[src/rtl/uart_pkg.sv]
// Shared types and widths for the UART frame receiver.
package uart_pkg;

    localparam int UART_DATA_W = 8;
    localparam int UART_CNT_W  = 10;

    typedef enum logic [2:0] {
        IDLE   = 3'd0,
        START  = 3'd1,
        DATA   = 3'd2,
        PARITY = 3'd3,
        STOP   = 3'd4
    } state_t;

endpackage

[src/rtl/uart_sync.sv]
// Multi-flop synchronizer for the asynchronous serial line; resets to the idle level (1).
module uart_sync #(
    parameter int SYNC_STAGES = 2
) (
    input  logic clk,
    input  logic rst,
    input  logic d,
    output logic q
);

    logic [SYNC_STAGES-1:0] chain;

    always_ff @(posedge clk) begin
        if (rst) begin
            chain <= '1;
        end else begin
            chain <= {chain[SYNC_STAGES-2:0], d};
        end
    end

    assign q = chain[SYNC_STAGES-1];

endmodule

[src/rtl/uart_frame_rx.sv]
// UART frame receiver: start, 8 data bits LSB first, optional even parity, stop.
// Define UART_RX_PARITY_EN to receive and check the parity bit; otherwise frames are 10 bits.
module uart_frame_rx
    import uart_pkg::*;
#(
    parameter int SYNC_STAGES = 2
) (
    input  logic                  clk,
    input  logic                  rst,
    input  logic                  rx_line,
    input  logic [UART_CNT_W-1:0] clks_per_bit,
    output logic [UART_DATA_W-1:0] out_data,
    output logic                  out_valid,
    input  logic                  out_ready,
    output logic                  parity_err,
    output logic                  frame_err,
    output logic                  overrun,
    output logic                  busy,
    output logic [2:0]            fsm_state
);

    // Handshake: a byte transfers in any cycle where out_valid && out_ready are both
    // high at the rising edge; out_valid and the flags hold steady until then.

    state_t                 state, state_nxt;
    logic [UART_CNT_W-1:0]  cnt, cnt_nxt;
    logic [2:0]             bit_idx, bit_idx_nxt;
    logic [UART_DATA_W-1:0] shift, shift_nxt;
    logic                   rx_s, rx_prev;
    logic                   bit_done, half_done, stop_sample;
`ifdef UART_RX_PARITY_EN
    logic                   par_bit, par_bit_nxt;
`endif

    uart_sync #(.SYNC_STAGES(SYNC_STAGES)) u_sync (
        .clk (clk),
        .rst (rst),
        .d   (rx_line),
        .q   (rx_s)
    );

    // >= rather than == so a mid-frame clks_per_bit change can never strand the counter.
    assign bit_done  = (cnt >= clks_per_bit);
    assign half_done = (cnt >= (clks_per_bit >> 1));

    always_ff @(posedge clk) begin
        if (rst) begin
            state   <= IDLE;
            cnt     <= '0;
            bit_idx <= '0;
            shift   <= '0;
            rx_prev <= 1'b1;
`ifdef UART_RX_PARITY_EN
            par_bit <= 1'b0;
`endif
        end else begin
            state   <= state_nxt;
            cnt     <= cnt_nxt;
            bit_idx <= bit_idx_nxt;
            shift   <= shift_nxt;
            rx_prev <= rx_s;
`ifdef UART_RX_PARITY_EN
            par_bit <= par_bit_nxt;
`endif
        end
    end

    always_comb begin
        state_nxt   = state;
        cnt_nxt     = cnt;
        bit_idx_nxt = bit_idx;
        shift_nxt   = shift;
        stop_sample = 1'b0;
`ifdef UART_RX_PARITY_EN
        par_bit_nxt = par_bit;
`endif
        case (state)
            IDLE: begin
                cnt_nxt     = '0;
                bit_idx_nxt = '0;
                if (rx_prev && !rx_s) begin
                    state_nxt = START;
                end
            end
            START: begin
                if (half_done) begin
                    cnt_nxt     = '0;
                    bit_idx_nxt = '0;
                    state_nxt   = rx_s ? IDLE : DATA;
                end else begin
                    cnt_nxt = cnt + 10'd1;
                end
            end
            DATA: begin
                if (bit_done) begin
                    cnt_nxt     = '0;
                    shift_nxt   = {rx_s, shift[UART_DATA_W-1:1]};
                    bit_idx_nxt = bit_idx + 3'd1;
                    if (bit_idx == 3'd7) begin
`ifdef UART_RX_PARITY_EN
                        state_nxt = PARITY;
`else
                        state_nxt = STOP;
`endif
                    end
                end else begin
                    cnt_nxt = cnt + 10'd1;
                end
            end
`ifdef UART_RX_PARITY_EN
            PARITY: begin
                if (bit_done) begin
                    cnt_nxt     = '0;
                    par_bit_nxt = rx_s;
                    state_nxt   = STOP;
                end else begin
                    cnt_nxt = cnt + 10'd1;
                end
            end
`endif
            STOP: begin
                if (bit_done) begin
                    cnt_nxt     = '0;
                    stop_sample = 1'b1;
                    state_nxt   = IDLE;
                end else begin
                    cnt_nxt = cnt + 10'd1;
                end
            end
            default: begin
                cnt_nxt   = '0;
                state_nxt = IDLE;
            end
        endcase
    end

    // A stop sample wins over acceptance, so a byte arriving as the old one leaves is not lost.
    always_ff @(posedge clk) begin
        if (rst) begin
            out_data  <= '0;
            out_valid <= 1'b0;
            frame_err <= 1'b0;
            overrun   <= 1'b0;
`ifdef UART_RX_PARITY_EN
            parity_err <= 1'b0;
`endif
        end else if (stop_sample) begin
            out_data  <= shift;
            out_valid <= 1'b1;
            frame_err <= ~rx_s;
            overrun   <= out_valid && !out_ready;
`ifdef UART_RX_PARITY_EN
            parity_err <= (par_bit != ^shift);
`endif
        end else if (out_valid && out_ready) begin
            out_valid <= 1'b0;
        end
    end

`ifndef UART_RX_PARITY_EN
    assign parity_err = 1'b0;
`endif

    assign busy      = (state != IDLE);
    assign fsm_state = state;

endmodule

[config.mk]
export PLATFORM = sky130hd
export DESIGN_NAME = uart_frame_rx
export DESIGN_NICKNAME = d
export VERILOG_FILES = /design/src/rtl/uart_pkg.sv /design/src/rtl/uart_sync.sv /design/src/rtl/uart_frame_rx.sv
export SDC_FILE = /design/constraint.sdc
export NUM_CORES = 1
export LEC_CHECK = 0
export BUFFER_PORTS_ARGS = -buffer_cell sky130_fd_sc_hd__buf_2
export CORE_ASPECT_RATIO = 1.75
export CORE_UTILIZATION = 51
export CTS_BUF_LIST = sky130_fd_sc_hd__clkbuf_8 sky130_fd_sc_hd__clkbuf_16
export CTS_CLUSTER_DIAMETER = 150
export DETAILED_ROUTE_END_ITERATION = 10
export PLACE_DENSITY = 0.76
export REMOVE_ABC_BUFFERS = 1
export SYNTH_ARGS = -nofsm -noshare
export SYNTH_HDL_FRONTEND = slang
export SYNTH_SLANG_ARGS = --single-unit
[constraint.sdc]
create_clock -name clk -period 2 [get_ports clk]
set_clock_uncertainty 0.15 [all_clocks]
set_input_delay 0.2 -clock clk [delete_from_list [all_inputs] [get_ports clk]]
set_output_delay 0.2 -clock clk [all_outputs]
set_load 0.02 [all_outputs]
# Word-level counts from Yosys, hierarchy flattened
# Cells that the tools add are included.
[op_classes] n_mux=17 magnitude_cmp=2 n_addsub=2 bitwise_logic=1 n_eq_ne=9 reduce_logical=13
[ops] cell="3-bit two-way mux" n=7
[ops] cell="10-bit two-way mux" n=2
[ops] cell="10-bit case mux with 2 select lines" n=1
[ops] cell="3-bit case mux with 4 select lines" n=1
[ops] cell="10-bit by 1-bit adder with 10-bit output, second input constant" n=1
[ops] cell="10-bit >= comparator" n=1
[ops] cell="10-bit by 9-bit >= comparator with 1-bit output" n=1
[ops] cell="2-bit != test, second input constant" n=5
[ops] cell="3-bit case mux with 3 select lines" n=1
[ops] cell="3-bit == test, second input constant" n=2
[ops] cell="3-bit nonzero test" n=2
[ops] cell="5-bit AND reduction" n=1
[ops] cell="1-bit two-way mux" n=4
[ops] cell="3-bit by 1-bit adder with 3-bit output, second input constant" n=1
[ops] cell="3-bit by 1-bit == test with 1-bit output, second input constant" n=1
[ops] cell="3-bit by 2-bit == test with 1-bit output, second input constant" n=1
[ops] cell="1-bit logical AND" n=3
[ops] cell="3-bit logical NOT" n=1
[ops] cell="3-bit AND reduction" n=1
[ops] cell="1-bit logical NOT" n=2
[ops] cell="2-bit two-way mux" n=1
[ops] cell="2-bit AND reduction" n=1
[ops] cell="2-bit nonzero test" n=1
[ops] cell="2-bit OR reduction" n=1
[ops] cell="1-bit NOT" n=1
[totals] register_bits=38 out_inout_bits=16 in_bits=14 elab_cells=54

# Logic depth before layout (Yosys ltp)
# Gate-level depths: netlist of the first run.
[depth] word_depth=4 ltp_mapped=9 ltp_nobuf=8

# By module
# Synthesis of the first run repeated with hierarchy kept, for this count alone.
[hier_totals] cells_unflattened=207 area_unflattened_um2=1946.9
[by_module_without_submodules] mod="uart_frame_rx" seq_area_each_um2=720.7 area_each_um2=1894.3 n_inst=1 cells_per_inst=203
[by_module_without_submodules] mod="uart_sync" seq_area_each_um2=40.0 area_each_um2=52.6 n_inst=1 cells_per_inst=4

# Worst setup path before layout of the first run
# No wires, ideal clock.
[synth_timing] path_kind="register to register" startpoint="register cnt[0]" endpoint="register out_data[5]" required_ps=1722 period_less_slack_ps=2118 arrival_ps=1841 n_path_buf=1 path_stages_with_launch=10 setup_ps=128 slack_ps=-118 cell_sequence="dfxtp_1 inv_1 ha_1 nand2b_1 a211oi_2 nor4_4 o211ai_2 buf_4 mux2i_1 nor2_1"
[synth_via] elab_chain_cells=3
[synth_rtl] item="start, declared" line_no="uart_frame_rx.sv:26" rtl="logic [UART_CNT_W-1:0] cnt, cnt_nxt;"
[synth_rtl] item="start signal, assigned" line_no="uart_frame_rx.sv:58" rtl="cnt <= cnt_nxt;"
[synth_rtl] item="10-bit >= comparator" line_no="uart_frame_rx.sv:43" rtl="assign bit_done = (cnt >= clks_per_bit);"
[synth_rtl] item="1-bit two-way mux" line_no="uart_frame_rx.sv:122" rtl="if (bit_done) begin"
[synth_rtl] item="1-bit two-way mux" line_no="uart_frame_rx.sv:77" rtl="case (state)"
[synth_rtl] item="end signal, assigned" line_no="uart_frame_rx.sv:148" rtl="out_data <= shift;"
[synth_rtl] item="end, declared" line_no="uart_frame_rx.sv:12" rtl="output logic [UART_DATA_W-1:0] out_data,"
# Every way passes these cells.
# A chain may end at the register's enable or synchronous reset.

# Worst setup path in the final report of the first run
[layout_timing] startpoint="register cnt[0]" endpoint="register cnt[1]"
[layout_via] elab_chain_cells=3 word_cells_on_any_way=6 cone_classes="add/sub (1); order compare (2); mux (3)"
[layout_rtl] item="10-bit by 1-bit adder with 10-bit output (tied with other cells)" line_no="uart_frame_rx.sv:91, uart_frame_rx.sv:107, uart_frame_rx.sv:127"
[layout_rtl] item="10-bit two-way mux (on tied branches)" line_no="uart_frame_rx.sv:95, uart_frame_rx.sv:122, uart_frame_rx.sv:86"
[layout_rtl] item="10-bit case mux with 2 select lines *" line_no="uart_frame_rx.sv:77"
# Every way passes the cells marked *; elsewhere a longest branch is shown, timed or not.

==> qor.log, run 1 <==
INFO  finish         synthToLayoutAreaGrowth=44.5%
INFO  timing         maxSlewViolCount=0
INFO  synth          synth.top_cell.area_share=0.373
INFO  synth          synth-edff-count=0
INFO  detailed_routing routed_via_density=5.36
INFO  synth          yosys_warnings=0
INFO  detailed_routing dr_total_vias=1730
INFO  grt            grt_util_all_layers=0.235
INFO  timing         hold_violations=0
INFO  die            start_util=0.528
INFO  detailed_routing wirelength=5310um
INFO  grt            first_global_vias=1740
INFO  critical_path  cpPeakStageDelay=350ps
INFO  critical_path  reg2reg_depth=10
INFO  synth          synth-xor-area-share=0.0344
INFO  clocking       clkTransAtPathRegs=70ps
INFO  finish         final_common_cell=sky130_fd_sc_hd__dfxtp_1
INFO  finish         layout_common_cells=sky130_fd_sc_hd__dfxtp_1, sky130_fd_sc_hd__buf_2, sky130_fd_sc_hd__buf_4
INFO  status         outcome=finished, violations left
INFO  grt            grt_max_degree=23
INFO  grt            antenna_found_initial=0
INFO  die            placement_rows=30
INFO  timing         max_clock_freq=435MHz
INFO  synth          yosys_register_bits=38
INFO  synth          synthFlopType=sky130_fd_sc_hd__dfxtp_1
INFO  power_and_ir_drop design_power_total=1.42mW
INFO  worst_hold_path worst_hold_path_type=in2reg
INFO  synth          main_combinational_cell_family_by_area_after_synthesis=simple AND/OR/NAND/NOR gates
INFO  critical_path  path_class=reg2reg
INFO  finish         nets=311
INFO  grt            global_route_wire_length_before_repair=7470um
INFO  finish         n_fill_cell=249
INFO  finish         final_layout_size_suffix_gt1_frac=0.498
INFO  timing         timing.final.crit_period=2300ps
INFO  clocking       clkLatencyLatePin=300ps
INFO  die            dieHeight=85.7um
INFO  clocking       tritoncts=yes
INFO  critical_path  timing.critical_path.from_type=flop
INFO  die            design.core.area=3870um2
INFO  critical_path  cp_max_fo=6
INFO  critical_path  worst_setup_path_end_kind=flop
INFO  detailed_routing firstDrtPassIters=4
INFO  synth          yosys.area_share.simple=0.190
INFO  critical_path  endpoint=cnt[1]
INFO  synth          syn_inst=214
INFO  synth          synth_adder_area_share=0.135
INFO  die            die_x=49.8um
INFO  critical_path  worstPathCellList=inv_2 > ha_4 > nand2b_4 > a211oi_4 > nor4_4 > buf_4 > nor4b_4 > a211oi_4 > buf_6 > nor3b_2
INFO  finish         antenna_cells=0
INFO  clocking       cts_sinks=38
INFO  synth          synth.avg_cell_area=9.53um2
INFO  synth          ys_seq_area_frac=0.373
INFO  synth          synth_compound_area_frac=0.139
INFO  power_and_ir_drop vdd_drop_max=0.803mV
INFO  detailed_routing drt_iter0_markers=13
INFO  timing         finalSetupViolations=33
INFO  critical_path  r2r-end=cnt[1]
INFO  place          gpl.final_weighted_congestion=0.780
INFO  clocking       cts_root_buf=sky130_fd_sc_hd__clkbuf_8
INFO  clocking       cts_max_level=2
INFO  critical_path  worst-endpoint-required=2070ps
INFO  critical_path  critPathMostFrequentCell=sky130_fd_sc_hd__a211oi_4
INFO  status         violations=setup timing
INFO  clocking       clock_tree_buffer_depth=2
INFO  die            die-area=4270um2
INFO  die            io-pin-count=30
INFO  critical_path  worst_r2r_startpoint=cnt[0]
INFO  synth          number_of_distinct_standard_cells_referenced_by_the_synthesized_netlist=41
INFO  grt            globalRouteOverflowTotal=0
INFO  job            maxCapViolations=0
INFO  timing         grt_setup_unrepaired=true
INFO  detailed_routing route.detailed.wl_per_inst=16.4um
INFO  synth          async_flop_share=0
INFO  power_and_ir_drop power.leakage=1.36nW
INFO  critical_path  cpMaxStageDelayCell=sky130_fd_sc_hd__nor4b_4
INFO  place          place.port_buffers=28
INFO  clocking       cts_inserted_buffers=5
INFO  place          pre_cts_slack=-296ps
INFO  synth          netlist_area_pre_place=2040um2
INFO  detailed_routing detail-route-antenna-nets=0
INFO  timing         min_period_over_period=1.15
INFO  place          post-dp-hpwl=3040um
INFO  critical_path  startpoint=cnt[0]
INFO  synth          synth.top_cells.by_area=sky130_fd_sc_hd__dfxtp_1, sky130_fd_sc_hd__ha_1, sky130_fd_sc_hd__mux2i_1
INFO  critical_path  ff2ff_setup_slack=-300ps
INFO  power_and_ir_drop cellPowerDensity=481nW/um2
INFO  timing         worst_slack=-301ps
INFO  critical_path  crit_arrival=2370ps
INFO  synth          muxShareOfSynthArea=0.0785
INFO  synth          yosysTopAreaCell=sky130_fd_sc_hd__dfxtp_1
INFO  detailed_routing drcViolationCount=0
==> timing repair <==
action,4_1_cts,5_1_grt
buffers inserted,8,4
endpoints found under the hold margin,1,0
gates resized for setup,42,31
endpoints found under the setup margin,35,35
hold buffers,1,0
gates cloned,0,1
pin swaps,21,15
==> kinds of logic (layout without fill, tap and decap cells) <==
group | after synthesis | in the layout
compound gates | 33 | 33
xor+xnor | 8 | 8
fa+ha+maj | 22 | 22
buf+inv | 23 | 84
flops | 38 | 38
mux | 16 | 16
other cells | 1 | 1
simple gates | 73 | 73
==> metrics by stage <==
| step | TNS, ps | std cells | util | hold slack (ps) | area, um2 |
|---|---|---|---|---|---|
| after global placement | -6430 | 302 | 0.612 | 233 | 2360 |
| after detailed placement | -7960 | 302 | 0.612 | 237 | 2360 |
| final | -6480 | 323 | 0.762 | 54.6 | 2950 |
| after floorplan | -8890 | 205 | - | 115 | 1990 |
| after global routing | -8660 | 323 | 0.762 | 70.8 | 2950 |
| after CTS | -4020 | 318 | 0.712 | 24.0 | 2750 |
==> layout make-up <==
type	count	area, um2	share of cell area
sequential	38	773	0.262
timing repair buffer	63	455	0.155
multi-input combinational	153	1530	0.518
inverter	14	52.6	0.0178
clock inverter	2	10.0	0.00340
clock buffer	5	68.8	0.0234
tap	48	60.1	0.0204
==> critical path, delay by kind of cell, from the launching register on <==
| kind | cells | cell delay (ps) |
|---|---|---|
| adder cells (fa/ha/maj) | 1 | 220 |
| AND/OR/NAND/NOR | 4 | 750 |
| buffers and inverters | 3 | 370 |
| flip-flops | 1 | 340 |
| AO/OA/AOI/OAI | 2 | 400 |
==> layer usage <==
layer | track usage | share of wire | routed length, um | vias to the layer above
li1 | - | - | - | 859
met1 | 0.222 | 0.36 | 1940 | 795
met2 | 0.448 | 0.55 | 2930 | 55
met3 | 0.0443 | 0.028 | 147 | 21
met4 | 0.138 | 0.056 | 297 | 0
met5 | 0 | 0 | 0 | -
==> cell usage after synthesis, types with 2 or more instances <==
library cell and n:
sky130_fd_sc_hd__nor2_1 21, sky130_fd_sc_hd__xor2_1 5, sky130_fd_sc_hd__o21bai_1 2, sky130_fd_sc_hd__o21ai_0 2
sky130_fd_sc_hd__dfxtp_1 38, sky130_fd_sc_hd__inv_1 14, sky130_fd_sc_hd__nor4_1 2, sky130_fd_sc_hd__nand3_1 7
sky130_fd_sc_hd__nor3_1 9, sky130_fd_sc_hd__ha_1 22, sky130_fd_sc_hd__buf_4 3, sky130_fd_sc_hd__clkbuf_1 6
sky130_fd_sc_hd__o22ai_1 3, sky130_fd_sc_hd__a21oi_1 12, sky130_fd_sc_hd__xnor2_1 3, sky130_fd_sc_hd__a211oi_2 3
sky130_fd_sc_hd__or2_2 5, sky130_fd_sc_hd__nand2b_1 7, sky130_fd_sc_hd__mux2i_1 16, sky130_fd_sc_hd__nand2_1 13
==> power by group <==
group	total (mW)	switching, mW	internal [mW]
clock	0.495	0.262	0.234
sequential	0.764	0.00466	0.759
combinational	0.157	0.0883	0.0687
total	1.42	0.355	1.06
==> sequential cells by signal, summed over array words and instances, names as in the netlist <==
| register | count |
|---|---|
| bit_idx | 3 |
| cnt | 10 |
| frame_err | 1 |
| fsm_state | 3 |
| out_data | 8 |
| out_valid | 1 |
| overrun | 1 |
| rx_prev | 1 |
| shift | 8 |
| u_sync.chain | 2 |
==> worst min-delay path by stage <==
stage / from / end / slack, ps / cells after the start
after floorplan: rst / fsm_state[2] / 110 / 1
after global placement: rx_line / u_sync.chain[0] / 230 / 2
after detailed placement: rx_line / u_sync.chain[0] / 240 / 2
after CTS: out_ready / out_valid / 20 / 3
after global routing: out_ready / out_valid / 70 / 3
final: out_ready / out_valid / 50 / 3
Note: power is estimated with default switching activity, not from simulation.
==> run 2, diff against run 1 <==
ABC_AREA = 1   (was default)
CORE_UTILIZATION = 57   (was 51)
PLACE_DENSITY = 0.8   (was 0.76)
clock period = 2.6 ns   (was 2 ns; I/O delays follow)
==> qor.log, run 2 <==
INFO  detailed_routing detail-route-antenna-nets=0 [unchanged]
INFO  critical_path  cpPeakStageDelay=440ps [was 350 ps]
INFO  worst_hold_path worst_hold_path_type=in2reg [unchanged]
INFO  critical_path  path_class=reg2reg [unchanged]
INFO  clocking       post-cts-setup-buffer-count=0 [was 8]
INFO  die            dieHeight=82.1um [was 85.7 um]
INFO  grt            globalRouteOverflowTotal=0 [unchanged]
INFO  finish         layout_common_cells=sky130_fd_sc_hd__nor2_1, sky130_fd_sc_hd__nand2_1, sky130_fd_sc_hd__inv_1, sky130_fd_sc_hd__dfxtp_1, sky130_fd_sc_hd__buf_2 [was sky130_fd_sc_hd__dfxtp_1, sky130_fd_sc_hd__buf_2, sky130_fd_sc_hd__buf_4]
INFO  finish         synthToLayoutAreaGrowth=13.2% [was 44.5%]
INFO  power_and_ir_drop cellPowerDensity=560nW/um2 [was 481 nW/um2]
INFO  status         outcome=finished clean [was finished, violations left]
INFO  synth          ys_seq_area_frac=0.364 [was 0.373]
INFO  critical_path  worst_setup_path_end_kind=flop [unchanged]
INFO  detailed_routing wirelength=3960um [was 5310 um]
INFO  synth          yosys_warnings=0 [unchanged]
INFO  synth          yosys_register_bits=38 [unchanged]
INFO  timing         grt_setup_unrepaired=false [was true]
INFO  clocking       clkTransAtPathRegs=70ps [about the same]
INFO  synth          async_flop_share=0 [unchanged]
INFO  power_and_ir_drop power.internal=0.957mW [was 1.06 mW]
INFO  power_and_ir_drop share_comb_of_total_power=0.184 [was 0.111]
INFO  clocking       tritoncts=yes [unchanged]
INFO  critical_path  timing.critical_path.from_type=flop [unchanged]
INFO  detailed_routing drt_iter0_markers=27 [was 13]
INFO  synth          cell_with_the_most_instances_after_synthesis=sky130_fd_sc_hd__nor2_1 [was sky130_fd_sc_hd__dfxtp_1]
INFO  critical_path  crit_arrival=1960ps [was 2370 ps]
INFO  timing         max_clock_freq=517MHz [was 435 MHz]
INFO  timing         maxSlewViolCount=0 [unchanged]
INFO  critical_path  worst-endpoint-required=2630ps [was 2070 ps]
INFO  finish         final_common_cell=sky130_fd_sc_hd__nor2_1 [was sky130_fd_sc_hd__dfxtp_1]
INFO  place          placedCellCount=343 [was 302]
INFO  clocking       clkLatencyLatePin=290ps [was 300 ps]
INFO  job            maxCapViolations=0 [unchanged]
INFO  power_and_ir_drop share_clk_of_total_power=0.359 [was 0.350]
INFO  grt            grt_util_all_layers=0.235 [about the same]
INFO  critical_path  cp_max_fo=12 [was 6]
INFO  grt            global_route_wire_length_before_repair=6410um [was 7470 um]
INFO  synth          synthFlopType=sky130_fd_sc_hd__dfxtp_1 [unchanged]
INFO  die            die_x=47.8um [was 49.8 um]
INFO  synth          syn_inst=275 [was 214]
INFO  synth          synth.top_cell.area_share=0.364 [was 0.373]
INFO  power_and_ir_drop power.leakage=1.23nW [was 1.36 nW]
INFO  timing         min_period_over_period=0.744 [was 1.15]
INFO  finish         layout_top_registers=cnt: 10 flops, out_data: 8 flops, shift: 8 flops [unchanged]
INFO  timing         hold_violations=0 [unchanged]
INFO  detailed_routing route.detailed.wl_per_inst=11.3um [was 16.4 um]
INFO  power_and_ir_drop net-switching-power=0.370mW [was 0.355 mW]
INFO  place          place.port_buffers=28 [unchanged]
INFO  power_and_ir_drop swShare=0.279 [was 0.250]
INFO  synth          synth.top_cells.by_area=sky130_fd_sc_hd__dfxtp_1, sky130_fd_sc_hd__ha_1, sky130_fd_sc_hd__nor2_1 [was sky130_fd_sc_hd__dfxtp_1, sky130_fd_sc_hd__ha_1, sky130_fd_sc_hd__mux2i_1]
INFO  finish         nets=342 [was 311]
INFO  grt            first_global_vias=1625 [was 1740]
INFO  grt            antenna_found_initial=0 [unchanged]
INFO  critical_path  worstPathCellList=ha_1 > nand2_1 > inv_1 > nand2_1 > nand2_1 > nand2_1 > nand3_4 > nand2_4 > inv_2 > o21ai_0 > a21oi_1 [was inv_2 > ha_4 > nand2b_4 > a211oi_4 > nor4_4 > buf_4 > nor4b_4 > a211oi_4 > buf_6 > nor3b_2]
INFO  finish         largest_reg_flops=10 [unchanged]
INFO  synth          number_of_distinct_standard_cells_referenced_by_the_synthesized_netlist=32 [was 41]
INFO  place          gpl.final_weighted_congestion=0.803 [was 0.780]
INFO  power_and_ir_drop design_power_total=1.33mW [was 1.42 mW]
INFO  critical_path  cpMaxStageDelayCell=sky130_fd_sc_hd__dfxtp_1 [was sky130_fd_sc_hd__nor4b_4]
INFO  grt            grt_max_degree=27 [was 23]
INFO  detailed_routing dr_total_vias=1753 [was 1730]
INFO  synth          synth.avg_cell_area=7.61um2 [was 9.53 um2]
INFO  critical_path  critPathMostFrequentCell=sky130_fd_sc_hd__nand2_1 [was sky130_fd_sc_hd__a211oi_4]
INFO  detailed_routing routed_via_density=4.98 [was 5.36]
INFO  finish         final_layout_size_suffix_gt1_frac=0.179 [was 0.498]
INFO  synth          netlist_top_cells_count=sky130_fd_sc_hd__nor2_1, sky130_fd_sc_hd__nand2_1, sky130_fd_sc_hd__dfxtp_1 [was sky130_fd_sc_hd__dfxtp_1, sky130_fd_sc_hd__ha_1, sky130_fd_sc_hd__nor2_1]
INFO  die            die-area=3930um2 [was 4270 um2]
INFO  critical_path  cp.buffers_inverters=2 [was 3]
INFO  timing         final.setup.tns=0ps [was -6480 ps]
INFO  clocking       cts_max_level=2 [unchanged]
INFO  clocking       cts_sinks=38 [unchanged]
INFO  power_and_ir_drop power.sequential.fraction=0.458 [was 0.539]
INFO  die            placement_rows=28 [was 30]
INFO  finish         antenna_cells=0 [unchanged]
INFO  clocking       cts_root_buf=sky130_fd_sc_hd__clkbuf_8 [unchanged]
INFO  clocking       cts_inserted_buffers=5 [unchanged]
INFO  power_and_ir_drop vdd_drop_max=0.517mV [was 0.803 mV]
INFO  timing         timing.final.crit_period=1940ps [was 2300 ps]
INFO  clocking       clock_tree_buffer_depth=2 [unchanged]
INFO  die            io-pin-count=30 [unchanged]
INFO  critical_path  timing.critical_path.max_delay_family=simple AND/OR/NAND/NOR gates [unchanged]
INFO  clocking       cts-resized-gates=0 [was 42]
INFO  synth          yosysTopAreaCell=sky130_fd_sc_hd__dfxtp_1 [unchanged]
INFO  detailed_routing drcViolationCount=0 [unchanged]
INFO  finish         stdcell_count=352 [was 323]
INFO  synth          netlist_area_pre_place=2090um2 [was 2040 um2]
INFO  detailed_routing firstDrtPassIters=4 [unchanged]
INFO  die            start_util=0.609 [was 0.528]
INFO  die            design.core.area=3430um2 [was 3870 um2]
INFO  place          post-dp-hpwl=3070um [was 3040 um]
INFO  timing         finalSetupViolations=0 [was 33]
INFO  finish         regMostFlops=cnt [unchanged]
INFO  synth          synth-edff-count=0 [unchanged]
INFO  critical_path  ff2ff_setup_slack=660ps [was -300 ps]
[run 2: changes by cell type after synthesis, moves of 4 or more]
cell	before	now
sky130_fd_sc_hd__a21oi_1	12	7
sky130_fd_sc_hd__clkbuf_1	6	2
sky130_fd_sc_hd__inv_1	14	36
sky130_fd_sc_hd__mux2i_1	16	0
sky130_fd_sc_hd__nand2_1	13	46
sky130_fd_sc_hd__nand2b_1	7	0
sky130_fd_sc_hd__nand3_1	7	13
sky130_fd_sc_hd__nand4_1	0	4
sky130_fd_sc_hd__nor2_1	21	51
sky130_fd_sc_hd__nor3_1	9	0
sky130_fd_sc_hd__o21ai_0	2	20
[run 2: worst register-to-register path, delay by kind of cell, from the launching register on]
family                     cells  cell delay [ps]
AOI/OAI and AO/OA              2              220
buffers and inverters          2              150
adders and majority gates      1              280
and+or+nand+nor                6              570
DFF                            1              440
[run 2: timing repair]
item,in CTS,in global routing
hold endpoints to repair,1,0
hold buffers,1,0
endpoints found under the setup margin,0,0
[run 2: kinds of logic (layout without fill, tap and decap cells)]
family                     Yosys count  in the layout  share of synthesized area
adders and majority gates           22             22                      0.132
xor gates and xnor gates             7              7                     0.0293
DFF                                 38             38                      0.364
and+or+nand+nor                    132            132                      0.297
other                                1              1                    0.00179
buffers and inverters               45             77                     0.0909
AOI/OAI and AO/OA                   30             30                     0.0855
[run 2: final timing paths]
kind / cells past startpoint / start / to
min: 2 / rst / fsm_state[1]
max: 11 / cnt[5] / overrun
min reg2reg: 1 / u_sync.chain[0] / u_sync.chain[1]
max reg2reg: 11 / cnt[5] / overrun
[run 2: routing by layer]
layer / track usage / vias up / part of all wire
met1: 0.220 / 780 / 0.38
met4: 0.136 / 0 / 0.040
met2: 0.432 / 30 / 0.56
met3: 0.0478 / 12 / 0.024
li1: - / 931 / -
met5: 0 / - / 0
[run 2: power groups by stage]
stage | clock network [mW] | logic, mW | registers (mW)
detailed placement | 0 | 0.242 | 0.621
global placement | 0 | 0.240 | 0.620
CTS | 0.484 | 0.246 | 0.607
global route | 0.506 | 0.275 | 0.610
floorplan | 0 | 0.172 | 0.629
finish | 0.476 | 0.244 | 0.607
[run 2: layout make-up]
type / count / area (um2)
Clock inverter: 3 / 37.5
Timing Repair Buffer: 29 / 150
Inverter: 40 / 153
Fill cell: 313 / 1070
Clock buffer: 5 / 68.8
Sequential cell: 38 / 761
Tap cell: 45 / 56.3
Multi-Input combinational cell: 192 / 1140
[run 2: per-stage QoR]
stage | utilization | hold slack, ps | worst slack (ps) | area [um2]
6_report | 0.690 | 96.8 | 665 | 2370
5_1_grt | 0.690 | 98.1 | 494 | 2370
4_1_cts | 0.690 | 98.6 | 660 | 2370
3_5_place_dp | 0.656 | 255 | 662 | 2250
3_3_place_gp | 0.656 | 253 | 695 | 2250
2_1_floorplan | - | 179 | 901 | 2050
